==> src/rtl/instruction_fetch_unit.sv <==
`default_nettype none
// ============================================================================
// instruction_fetch_unit : PC owner and single-outstanding fetch stage feeding IF/ID
// Revision 1.0
// ============================================================================
module instruction_fetch_unit #(
  parameter logic [31:0] RESET_PC = 32'h0000_0000,
  parameter logic [31:0] BUBBLE   = 32'h0000_0000
) (
  input  logic        clk,
  input  logic        resetN,
  input  logic        dontUpdate,
  input  logic        branchTaken,
  input  logic [31:0] branchTarget,
  output logic        imemReq,
  output logic [31:0] imemAddr,
  input  logic        imemReady,
  input  logic [31:0] imemRdata,
  output logic [31:0] ifInstruction,
  output logic [31:0] ifProgramCounter,
  output logic        ifValid
);

  localparam logic [1:0] S_REQ     = 2'd0;
  localparam logic [1:0] S_HOLD    = 2'd1;
  localparam logic [1:0] S_DISCARD = 2'd2;

  logic [1:0]  r_state,        w_state_next;
  logic [31:0] r_pc,           w_pc_next;
  logic [31:0] r_hold_instr,   w_hold_instr_next;
  logic [31:0] r_hold_pc,      w_hold_pc_next;
  logic [31:0] r_discard_addr, w_discard_addr_next;

  always_ff @(posedge clk or negedge resetN) begin
    if (!resetN) begin
      r_state        <= S_REQ;
      r_pc           <= RESET_PC;
      r_hold_instr   <= 32'h0;
      r_hold_pc      <= 32'h0;
      r_discard_addr <= 32'h0;
    end else begin
      r_state        <= w_state_next;
      r_pc           <= w_pc_next;
      r_hold_instr   <= w_hold_instr_next;
      r_hold_pc      <= w_hold_pc_next;
      r_discard_addr <= w_discard_addr_next;
    end
  end

  always_comb begin
    w_state_next        = r_state;
    w_pc_next           = r_pc;
    w_hold_instr_next   = r_hold_instr;
    w_hold_pc_next      = r_hold_pc;
    w_discard_addr_next = r_discard_addr;
    if (branchTaken) begin
      w_pc_next = {branchTarget[31:2], 2'b00};
      // An unanswered request cannot be withdrawn; its response must be swallowed.
      if (r_state == S_REQ && !imemReady) begin
        w_discard_addr_next = r_pc;
        w_state_next        = S_DISCARD;
      end else if (r_state == S_DISCARD && !imemReady) begin
        w_state_next = S_DISCARD;
      end else begin
        w_state_next = S_REQ;
      end
    end else begin
      case (r_state)
        S_REQ: begin
          if (imemReady) begin
            if (!dontUpdate) begin
              w_pc_next = r_pc + 32'd4;
            end else begin
              w_hold_instr_next = imemRdata;
              w_hold_pc_next    = r_pc;
              w_state_next      = S_HOLD;
            end
          end
        end
        S_HOLD: begin
          if (!dontUpdate) begin
            w_pc_next    = r_hold_pc + 32'd4;
            w_state_next = S_REQ;
          end
        end
        S_DISCARD: begin
          if (imemReady) w_state_next = S_REQ;
        end
        default: w_state_next = S_REQ;
      endcase
    end
  end

  always_comb begin
    imemReq          = 1'b0;
    imemAddr         = r_pc;
    ifValid          = 1'b0;
    ifInstruction    = BUBBLE;
    ifProgramCounter = r_pc;
    case (r_state)
      S_REQ: begin
        imemReq = 1'b1;
        if (imemReady) begin
          ifValid       = 1'b1;
          ifInstruction = imemRdata;
        end
      end
      S_HOLD: begin
        ifValid          = 1'b1;
        ifInstruction    = r_hold_instr;
        ifProgramCounter = r_hold_pc;
      end
      S_DISCARD: begin
        imemReq  = 1'b1;
        imemAddr = r_discard_addr;
      end
      default: ;
    endcase
    if (branchTaken) begin
      ifValid       = 1'b0;
      ifInstruction = BUBBLE;
    end
    // Reset drops the request immediately, independent of the clock.
    if (!resetN) begin
      imemReq          = 1'b0;
      ifValid          = 1'b0;
      ifInstruction    = BUBBLE;
      ifProgramCounter = 32'h0;
    end
  end

endmodule
`default_nettype wire

==> config.mk <==
export PLATFORM = sky130hd
export DESIGN_NAME = instruction_fetch_unit
export DESIGN_NICKNAME = d
export VERILOG_FILES = /design/src/rtl/instruction_fetch_unit.sv
export SDC_FILE = /design/constraint.sdc
export NUM_CORES = 1
export LEC_CHECK = 0
export BUFFER_PORTS_ARGS = -buffer_cell sky130_fd_sc_hd__buf_2
export CAP_MARGIN = 20
export CELL_PAD_IN_SITES_DETAIL_PLACEMENT = 1
export CELL_PAD_IN_SITES_GLOBAL_PLACEMENT = 1
export CORE_MARGIN = 2
export CORE_UTILIZATION = 43
export CTS_CLUSTER_SIZE = 12
export DETAILED_ROUTE_END_ITERATION = 10
export GPL_TIMING_DRIVEN = 0
export HOLD_SLACK_MARGIN = 0.08
export PLACE_DENSITY_LB_ADDON = 0.1
export SLEW_MARGIN = 20
export SYNTH_ARGS = -nofsm -noshare
export SYNTH_HDL_FRONTEND = slang
export SYNTH_SLANG_ARGS = --single-unit
==> constraint.sdc <==
create_clock -name clk -period 3.91 [get_ports clk]
set_input_delay 1.173 -clock clk [delete_from_list [all_inputs] [get_ports clk]]
set_output_delay 1.173 -clock clk [all_outputs]
set_load 0.03 [all_outputs]
# --- Word level (Yosys, flattened, before mapping) ---
# Cells that the tools add are included.
# Widths: inputs -> output; s select.
classes:
  addsub: 2
  eq_ne: 7
  mux: 26
  bitwise: 1
  reduce_logical: 10
op_table:
  columns: ["operator", "n"]
  rows:
  - ["$mux 32", 10]
  - ["$pmux 32 s2", 2]
  - ["$add 32x3->32 const B", 2]
  - ["$ne 3x3->1 const B", 5]
  - ["$mux 2", 7]
  - ["$reduce_and 4->1", 3]
  - ["$pmux 2 s3", 1]
  - ["$mux 1", 5]
  - ["$reduce_bool 3->1", 1]
  - ["$eq 2x1->1 const B", 1]
  - ["$eq 2x2->1 const B", 1]
  - ["$logic_and 1x1->1", 2]
  - ["$logic_not 2->1", 1]
  - ["$pmux 1 s2", 1]
  - ["$reduce_and 2->1", 1]
  - ["$reduce_or 2->1", 1]
  - ["$logic_not 1->1", 1]
  - ["$not 1->1", 1]
word_totals:
  register_bits: 130
  inputBits: 69
  out_inout_bits: 98
  word_cells: 51

# --- Longest topological paths before layout ---
# Gate-level depths: netlist (run 1).
depth:
  depth_word: 5
  ltp_mapped: 15
  depth_no_buf: 10

# --- Worst setup path before layout (run 1) ---
# OpenSTA, ideal clock, no wires.
synth_path:
  path_type: "input port to output port"
  from: "input port imemReady"
  to: "output port ifInstruction[10]"
  arrival_ns: 2.276
  required_time_ns: 2.737
  slack_ns: 0.461
  cell_stages: 4
  path_buffers: 1
  cell_sequence: "nor3b_2 > clkbuf_1 > a22oi_1 > nor2_1"
synth_via:
  elab_chain_len: 4
synth_lines:
  columns: ["item", "line", "source"]
  rows:
  - ["start: declaration", "17", "input logic imemReady,"]
  - ["$mux 32", "103", "if (imemReady) begin"]
  - ["$pmux 32 s2", "100", "case (r_state)"]
  - ["$mux 32", "119", "if (branchTaken) begin"]
  - ["$mux 32", "124", "if (!resetN) begin"]
  - ["end: declaration", "19", "output logic [31:0] ifInstruction,"]
# No other way between the ends.

# --- Worst setup path in the final report (run 1) ---
layout_path:
  from: "input port resetN"
  to: "output port ifProgramCounter[31]"
layout_via:
  elab_chain_len: 1
layout_lines:
  columns: ["item", "line", "source"]
  rows:
  - ["start: declaration", "11", "input logic resetN,"]
  - ["$mux 32", "124", null]
  - ["end: declaration", "20", "output logic [31:0] ifProgramCounter,"]
# No other way between the ends.

==> results of run 1 <==
[layout make-up]
cell class              instances  area, um^2  area share
multi-input cells             549        4178      0.4424
well taps                     225       281.5     0.02981
repair buffers                171       928.4     0.09832
plain buffers                  47       240.2     0.02544
clock buffers                  21       450.4     0.04770
flip-flops and latches        130        3253      0.3445
clock inverters                10       111.4     0.01179
[cells by family (layout without fill, tap and decap cells)]
family          Yosys count  count (layout)  synth area share
xor+xnor                 12              12           0.01376
buf+inv                  49             249           0.03031
flops                   130             130            0.4260
mux                     183             183            0.2715
compound gates           95              95           0.08355
simple gates            258             258            0.1733
fa+ha+maj                 1               1          0.001638
[routing by layer]
| metal | vias up | global-route usage |
|---|---|---|
| met2 | 219 | 0.4713 |
| li1 | 2994 | - |
| met3 | 73 | 0.07432 |
| met5 | - | 0 |
| met4 | 0 | 0.1226 |
| met1 | 3302 | 0.3267 |
[cell usage in the layout, fill, tap and decap left out, drive strengths merged, types with 6 or more instances in the layout]
cell type    n
o21ai       15
nor2        67
nor3b        9
nand3       15
mux2       137
nand4        7
a22oi       32
nor3         8
nor2b       24
nand2b       6
xor2         8
nand2       85
mux2i       46
o211ai       6
dfrtp      130
a21oi       21
and2        12
buf        191
and3         6
nor4         9
clkbuf      48
[worst max-delay path: cells and delay by family]
kind	cells	cell delay, ns
buf+inv	4	1.05
simple gates	1	0.26
[stage by stage]
stage / setup TNS [ns] / util / std cells / cell area, um^2
floorplan: 0 / - / 728 / 7637
global placement: -165.36 / 0.5035 / 1117 / 8740
detailed placement: -5.434 / 0.5070 / 1120 / 8800
CTS: 0 / 0.5409 / 1151 / 9389
global route: 0 / 0.5440 / 1153 / 9443
finish: 0 / 0.5440 / 1153 / 9443
[worst paths after layout]
kind	start	endpoint	slack (ns)	depth (start not counted)
worst max-delay path	resetN	ifProgramCounter[31]	0.19	5
worst min-delay path	r_discard_addr[0]	r_discard_addr[0]	0.50	1
worst max register to register	r_state[0]	r_pc[14]	0.42	15
worst min register to register	r_discard_addr[0]	r_discard_addr[0]	0.50	1
max in group asynchronous	resetN	r_discard_addr[31]	2.75	2
min in group asynchronous	resetN	r_pc[0]	0.61	1
[repair_timing]
action,4_1_cts,5_1_grt
setup buffers,0,3
endpoints found under the setup margin,49,63
pin swaps,0,1
cloned,0,1
hold buffers,0,0
resized for setup,9,14
[sequential cells by signal (all words and copies together), names as in the netlist]
signal	count
r_hold_instr	32
r_discard_addr	32
r_state	2
r_pc	32
r_hold_pc	32
[report_power, final]
| part | switching, mW | internal [mW] | leakage [nW] | total (mW) |
|---|---|---|---|---|
| logic | 0.656 | 0.505 | 2.54 | 1.16 |
| registers | 0.241 | 1.64 | 1.60 | 1.88 |
| clock network | 0.619 | 0.947 | 0.269 | 1.57 |
==> results.md, run 1 <==
* Status: finished clean
* Routed vias/inst at 5.714
* First-pass GRT wire length at approximately 39 mm
* Post-synthesis sequential area ratio at 0.4260
* Final hold violation count at 0
* Tot GR Track Use at 0.2767
* Num rows at 48
* RD Place Congestion at slightly below 0.9
* Antenna fix cells at 0
* Count leader, synth: mux2_2
* Critical Path Most Common Cell: buf_16
* # IOs at 167
* Core box area at about 17000 um^2
* DR DRC count at 0
* Total Wirelength at 25.34 mm
* Worst-Skew Late Latency at 0.43 ns
* Final critical-path required period at approximately 3.7 ns
* Final Max Tran Viols at 0
* Critical path cell sequence: buf_16 > buf_16 > clkbuf_2 > nor2b_1 > buf_2
* Die ar. at approximately 19000 um^2
* Worst Clk Skew at 0.01348 ns
* Detail Route Antenna Nets at 0
* Max Freq at 269.1 MHz
* CTS root buffer: clkbuf_16
* Clk sinks at 130
* Min-Delay Path Class: reg2reg
* Max_cap viols at 0
* Post-synth top area cell: dfrtp_1
* Initial antenna violation count at 1
* Hold Slack at 0.5020 ns
* Starting density of the core at 0.4400
* Initial DRC count at 414
* Largest net degree at the start of global routing at 85
* Commonest cells in the netlist: mux2_2, dfrtp_1, nand2_1, nor2_1, mux2i_1
* Worst EP required at ~2.7 ns
* Syn Nets at around 800
* CP max FO at 54
* RSZ-0062 raised after global routing: no
* CTS tree: built
* Nets at 986
* Met3 WL at around 1.6 mm
* Max incr delay on CP at 0.31 ns
* # setup viols final at 0
* Arr. time, crit path at 2.54 ns
* Clk pin slew, worst setup/hold paths at 0.06 ns
* Share of flip-flops with an asynchronous set or reset at 1.000
* Routed length on met1 at around 10 mm
* Leak at 4.402 nW
* Count of cell types in the netlist at 52
* Number of flops mapped to enable cells by yosys at 0
* Crit-path slowest cell: clkbuf_2
* Top Metal Used: met4
* Area delta synth->final at 23.64%
* DRT Pass-1 Iters at 5
* Ys flop type: dfrtp_1
* Post-synth top area share at 0.4260
* Period utilization at 0.9504
* Critical path capture point type: output pin
* Post-DP HPWL at roughly 18 mm
* Max_slew headroom at 0.4352
* H-tree depth at 4
* Largest cells by area after synthesis: dfrtp_1, mux2_2, mux2i_1
* GRT overflow at 0
* Share of cells above drive strength 1 at 0.4170
* Critical path class: in2out
* Ys Warns at 0
* Routed WL per cell at 21.98 um
* Post-place setup slack at -0.3156 ns
* Die width at 137.3 um
* Power, Total at between 4 and 5 mW
* Clk buf depth at 2
* Synthesized area per cell at 10.49 um^2
* Number of global-route vias before repair at 7168
* Synthesized area at 7637 um^2
* PortBufs at 164
* Filler cells at 1998
* PD cells at 488.2 nW/um^2
* Startpoint Class: input port
* Peak supply drop at 0.3241 mV
* Least-Margin Pin Slew at 0.8473 ns
* Flops & latches, synth at 130
* Die Height at between 100 and 150 um
* Mapped Cells at 728
* Vias at 6588
* Final WS setup at 0.1938 ns
* CTS Buf Count at 17
* Met2 WL at 12.40 mm
Note: power is estimated with default switching activity, not from simulation.
==> inputs of run 2 (changes only) <==
--- a/config.mk
+++ b/config.mk
@@ -16,6 +16,7 @@
 export GPL_TIMING_DRIVEN = 0
 export HOLD_SLACK_MARGIN = 0.08
 export PLACE_DENSITY_LB_ADDON = 0.1
+export RECOVER_POWER = 25
 export SLEW_MARGIN = 20
 export SYNTH_ARGS = -nofsm -noshare
 export SYNTH_HDL_FRONTEND = slang
==> run 2 against run 1 <==
  * The flow now finishes with violations (capacitance limit, slew limit)
  * Combinational power hardly changed
  * Sequential power about the same
  * Global-route usage unchanged
  * Die area stayed put
  * Register-to-register slack barely moved
  * Total power about the same
  * Sequential cell count is the same
  * Largest cell class unchanged
  * Setup slack lost 0.00060 ns
==> results.md, run 2 (synthesized netlist as in run 1, its figures left out) <==
* Nets at 986 (unchanged)
* Crit. Startpoint: resetN
* Min-Delay Path Class: reg2reg
* Period utilization at 0.9506 (about the same)
* CP delay by family, top: buffers and inverters
* # IOs at 167 (unchanged)
* Leading cell types in the layout, fill and taps excluded: buf_2, mux2_2, dfrtp_1, nand2_1, nor2_1
* Worst R2R End: r_pc[14]
* Antenna fix cells at 0 (unchanged)
* Die Height at 137.3 um (unchanged)
* Placed instance count at 1120 (unchanged)
* RSZ-0062 raised after global routing: no
* Leak at 4.391 nW (-0.25%)
* Initial DRC count at 418 (+0.97%)
* Share of cells above drive strength 1 at 0.4159 (-0.001078)
* Worst Path Buf+Inv at 4 (unchanged)
* Post-place setup slack at -0.3156 ns (unchanged)
* Starting density of the core at 0.4400 (unchanged)
* Least-Margin Pin Slew at 2.497 ns (+1.650 ns)
* Reg2Reg Setup Slack at 0.42 ns (about the same)
* CTS Buf Count at 17 (unchanged)
* DRT Pass-1 Iters at 5 (unchanged)
* Routed WL per cell at 22.03 um (+0.22%)
* Num rows at 48 (unchanged)
* Violated checks: capacitance limit, slew limit
* Die ar. at 18840 um^2 (unchanged)
* Vias at 6584 (-0.061%)
* Commonest non-fill, non-tap cell in the layout: buf_2
* Detail Route Antenna Nets at 0 (unchanged)
* Max incr delay on CP at 0.31 ns (about the same)
* Max_slew headroom at -0.6647 (-1.100)
* Max_cap viols at 1 (+1)
* GRT overflow at 0 (unchanged)
* Status: complete, but fails checks
* Die width at 137.3 um (unchanged)
* Clk buf depth at 2 (unchanged)
* Final critical-path required period at 3.717 ns (+0.0006050 ns)
* PD cells at 488.9 nW/um^2 (+0.15%)
* Area delta synth->final at 23.36%
* Startpoint Class: input port
* Total Wirelength at 25.40 mm (+0.22%)
* Final hold violation count at 0 (unchanged)
* # setup viols final at 0 (unchanged)
* Clk sinks at 130 (unchanged)
* Initial antenna violation count at 1 (unchanged)
* RD Place Congestion at 0.8890 (unchanged)
* Clk pin slew, worst setup/hold paths at 0.06 ns (about the same)
* Worst Clk Skew at 0.01330 ns (-0.0001825 ns)
* Routed vias/inst at 5.710 (about the same)
* Peak supply drop at 0.3240 mV (about the same)
* Filler cells at 2001 (+0.15%)
* Crit-path slowest cell: clkbuf_2
* Arr. time, crit path at 2.54 ns (about the same)
* Final Max Tran Viols at 43 (+43)
* Final WS setup at 0.1932 ns (-0.0006050 ns)
* Post-DP HPWL at 17.68 mm (unchanged)
* Total Neg Setup Slack at 0 ns (unchanged)
* Worst-Skew Late Latency at 0.43 ns (about the same)
* PortBufs at 164 (unchanged)
* Core box area at 17360 um^2 (unchanged)
* Largest net degree at the start of global routing at 85 (unchanged)
* CP Depth at 5 (unchanged)
* First-pass GRT wire length at 39.38 mm (unchanged)
* Worst Setup EP: ifProgramCounter[31]
* Critical Path Most Common Cell: buf_16
* Worst reg2reg startpoint: r_state[0]
* H-tree depth at 4 (unchanged)
* DR DRC count at 0 (unchanged)
* Tot GR Track Use at 0.2767 (unchanged)
* Hold Slack at 0.5020 ns (-0.000002000 ns)
* Layout Utilization at 0.5428 (-0.001226)
* R2r worst-path depth at 15 (unchanged)
* Number of global-route vias before repair at 7168 (unchanged)
* Max Freq at 269.0 MHz (about the same)
* CP max FO at 54 (unchanged)
* Critical path class: in2out
* Critical path cell sequence: buf_16 > buf_16 > clkbuf_2 > nor2b_1 > buf_2
* CTS tree: built
* Critical path capture point type: output pin
* Final instance count without filler cells at 1153 (unchanged)
* CTS root buffer: clkbuf_16
* Worst EP required at 2.74 ns (about the same)
run 2: stage by stage:
step                total power, mW  area (um^2)
detailed placement            3.045         8800
finish                        4.607         9422
CTS                           4.626         9389
global route                  4.834         9422
floorplan                     2.656         7637
global placement              2.963         8740
run 2: worst reg2reg max path: stages, from the launching register on:
cell	delay, ns
dfrtp_1	0.36
buf_2	0.18
nand2b_4	0.11
buf_6	0.24
buf_4	0.30
buf_2	0.29
nand2_1	0.08
nand2_1	0.09
ha_1	0.25
nand2_1	0.10
mux2i_2	0.35
nand4_4	0.24
buf_4	0.23
nor3_1	0.23
xor2_1	0.21
o21ai_0	0.10
run 2: area by class of cell:
| cell class | count | area, um^2 | area share |
|---|---|---|---|
| repair buffers | 171 | 907.1 | 0.09628 |
| clock buffers | 21 | 450.4 | 0.04781 |
| clock inverters | 10 | 111.4 | 0.01182 |
| well taps | 225 | 281.5 | 0.02988 |
| plain buffers | 47 | 240.2 | 0.02550 |
| flip-flops and latches | 130 | 3253 | 0.3453 |
| multi-input cells | 549 | 4178 | 0.4434 |
run 2: worst min-delay path by stage:
stage | slack [ns] | from | cells after the start | end
2_1_floorplan | 0.47 | r_discard_addr[20] | 1 | r_discard_addr[20]
3_3_place_gp | 0.48 | r_discard_addr[5] | 1 | r_discard_addr[5]
3_5_place_dp | 0.49 | r_discard_addr[0] | 1 | r_discard_addr[0]
4_1_cts | 0.51 | r_discard_addr[0] | 1 | r_discard_addr[0]
5_1_grt | 0.52 | r_discard_addr[1] | 1 | r_discard_addr[1]
6_report | 0.50 | r_discard_addr[0] | 1 | r_discard_addr[0]
run 2: routing by layer:
metal	wire (um)	track usage
met5	0	0
met2	12420	0.4713
met3	1699	0.07432
met1	10400	0.3267
met4	884	0.1226
run 2: timing repair:
item | CTS | global route
gates cloned | 0 | 1
pin swaps | 0 | 1
setup endpoints to repair | 49 | 63
endpoints found under the hold margin | 0 | 0
hold buffers | 0 | 0
setup buffers | 0 | 3
resized for setup | 9 | 14
run 2: report_power, final:
group | switching, mW | total (mW) | internal (mW)
sequential | 0.242 | 1.88 | 1.64
clock | 0.617 | 1.56 | 0.947
combinational | 0.656 | 1.16 | 0.503
==> inputs of run 3 (changes only) <==
--- a/config.mk
+++ b/config.mk
@@ -9,6 +9,7 @@
 export CAP_MARGIN = 20
 export CELL_PAD_IN_SITES_DETAIL_PLACEMENT = 1
 export CELL_PAD_IN_SITES_GLOBAL_PLACEMENT = 1
+export CORE_ASPECT_RATIO = 0.75
 export CORE_MARGIN = 2
 export CORE_UTILIZATION = 43
 export CTS_CLUSTER_SIZE = 12
==> run 3 against run 2 <==
  * The run still ends with capacitance limit, slew limit left
  * Cell count increased by 1.1%
  * Sequential cell count unchanged
  * Die area about the same
  * Non-clock buffer count decreased by 3
  * Clock-buffer cell count increased by 4
==> results.md, run 3 (synthesized netlist as in run 1, its figures left out) <==
* Max_cap viols at 1 (unchanged)
* Startpoint Class: register
* Setup bufs post-CTS at 0 (unchanged)
* Max Freq at 264.4 MHz (-1.7%)
* Final Max Tran Viols at 48 (+12%)
* Post-DP HPWL at 18.14 mm (+2.6%)
* DR DRC count at 0 (unchanged)
* Initial antenna violation count at 1 (unchanged)
* Largest net degree at the start of global routing at 49 (-42%)
* Worst-Skew Late Latency at 0.42 ns (about the same)
* Number of global-route vias before repair at 7003 (-2.3%)
* Total Wirelength at 25.33 mm (-0.27%)
* Routed vias/inst at 5.656 (-0.95%)
* Placed Area at 8823 um^2 (+0.27%)
* Worst R2R End: r_pc[28]
* Design area at 9447 um^2 (+0.27%)
* Violated checks: capacitance limit, slew limit
* Clk pin slew, worst setup/hold paths at 0.06 ns (about the same)
* Worst EP required at 2.74 ns (about the same)
* R2r worst-path depth at 14 (-1)
* Met2 usage at 0.4389 (-0.03240)
* Worst reg2reg startpoint: r_state[1]
* Clk sinks at 130 (unchanged)
* Grt met1 use at 0.3880 (+0.06123)
* Nets at 983 (-0.30%)
* Clock power frac at 0.340 (about the same)
* First-pass GRT wire length at 39.74 mm (+0.91%)
* Worst Clk Skew at 0.006933 ns (-0.006363 ns)
* Post-place setup slack at -0.2597 ns (+0.05594 ns)
* Die width at 157.9 um (+15%)
* Busiest grt layer: met2
* Area delta synth->final at 23.69%
* Hold Slack at 0.5042 ns (+0.002178 ns)
* Num rows at 42 (-13%)
* Initial DRC count at 419 (+0.24%)
* Die ar. at 18850 um^2 (about the same)
* Core box area at 17500 um^2 (+0.82%)
* Sw frac at 0.3224 (-0.006381)
* Logic pwr share at 0.251 (about the same)
* HP Start: r_discard_addr[28]
* # setup viols final at 0 (unchanged)
* Flop pwr share at 0.408 (about the same)
* Internal power at 3.126 mW (+1.1%)
* Vias at 6595 (+0.17%)
* Die Height at 119.4 um (-13%)
* Final hold violation count at 0 (unchanged)
* Layout Utilization at 0.5398 (-0.002994)
* PortBufs at 164 (unchanged)
* Multi-input gate area at 4195 um^2 (+0.42%)
* Total Neg Setup Slack at 0 ns (unchanged)
* Least-Margin Pin Slew at 2.440 ns (-0.05720 ns)
* Period utilization at 0.9673 (+0.01672)
* Critical path capture point type: output pin
* Max_slew headroom at -0.6265 (+0.03814)
* PD cells at 488.4 nW/um^2 (-0.11%)
* Min-Delay Path Class: reg2reg
* GRT met3 Usage at 0.05204 (-0.02228)
* Commonest non-fill, non-tap cell in the layout: buf_2
* Final critical-path required period at 3.782 ns (+0.06538 ns)
* Status: complete, but fails checks
* # IOs at 167 (unchanged)
* H-tree depth at 4 (unchanged)
* Detail Route Antenna Nets at 0 (unchanged)
* GRT overflow at 0 (unchanged)
* DRT Pass-1 Iters at 4 (-1)
* Clk buf depth at 2 (unchanged)
* CP max FO at 10 (-81%)
* CTS Buf Count at 17 (unchanged)
* Filler cells at 2009 (+0.40%)
* Hold endpoint: r_discard_addr[28]
* Final WS setup at 0.1278 ns (-0.06538 ns)
* Hold depth at 1 (unchanged)
* Routed WL per cell at 21.72 um (-1.4%)
* Switching power at 1.488 mW (-1.8%)
* Reg2Reg Setup Slack at 0.27 ns (-0.15 ns)
* Peak supply drop at 0.2746 mV (-15%)
* Share of cells above drive strength 1 at 0.4106 (-0.005331)
* CTS tree: built
* Leak at 4.393 nW (about the same)
* RSZ-0062 raised after global routing: no
* Critical path class: reg2out
* Tot GR Track Use at 0.2789 (+0.002245)
* CTS root buffer: clkbuf_16
* RD Place Congestion at 0.8863 (-0.30%)
* Leading cell types in the layout, fill and taps excluded: buf_2, mux2_2, dfrtp_1, nand2_1, nor2_1
* Arr. time, crit path at 2.61 ns (+0.07 ns)
* Cts hold-fix bufs at 0 (unchanged)
* Starting density of the core at 0.4364 (-0.003587)
* Register area at 3253 um^2 (unchanged)
-- run 3: area by class of cell --
cell class | instances | area share
multi-input cells | 549 | 0.4441
flip-flops and latches | 130 | 0.3444
repair buffers | 168 | 0.09377
clock buffers | 25 | 0.05563
well taps | 242 | 0.03205
plain buffers | 47 | 0.02477
clock inverters | 4 | 0.005033
diodes | 1 | 0.0002649
-- run 3: power groups by stage --
stage / Sequential (mW) / Clock, mW / Combinational [mW]
after floorplan: 1.81 / 0 / 0.846
after global placement: 1.87 / 0 / 1.11
after detailed placement: 1.90 / 0 / 1.15
after CTS: 1.88 / 1.59 / 1.17
after global routing: 1.93 / 1.65 / 1.25
final: 1.88 / 1.57 / 1.16
-- run 3: worst max path at each step --
stage	startpoint	end	slack [ns]
finish	r_state[1]	ifProgramCounter[10]	0.13
global route	r_state[0]	imemAddr[2]	0.02
CTS	imemReady	ifInstruction[19]	0.03
detailed placement	resetN	ifInstruction[16]	-0.26
global placement	resetN	ifInstruction[25]	-2.36
floorplan	imemReady	ifInstruction[10]	0.46
-- run 3: metal layers --
metal,share of wire,up-vias
li1,-,2984
met1,0.45,3369
met2,0.47,205
met3,0.057,37
met4,0.022,0
met5,0,-
-- run 3: through the flow --
stage                     power (mW)  std cells
after floorplan                2.656        728
after global placement         2.972       1134
after detailed placement       3.053       1137
after CTS                      4.637       1166
after global routing           4.833       1166
final                          4.614       1166
-- run 3: critical path: stages, from the launching register on --
cell and delay (ns):
dfrtp_1 0.35, buf_6 0.15, nand2b_4 0.15, buf_6 0.19, buf_2 0.27, buf_4 0.31
mux2i_1 0.44, nor2b_1 0.11, buf_2 0.20
-- run 3: timing repair --
action                     4_1_cts  5_1_grt
cloned                           1        0
pin swaps                        0        1
resized for setup                4       16
setup endpoints to repair       48       39
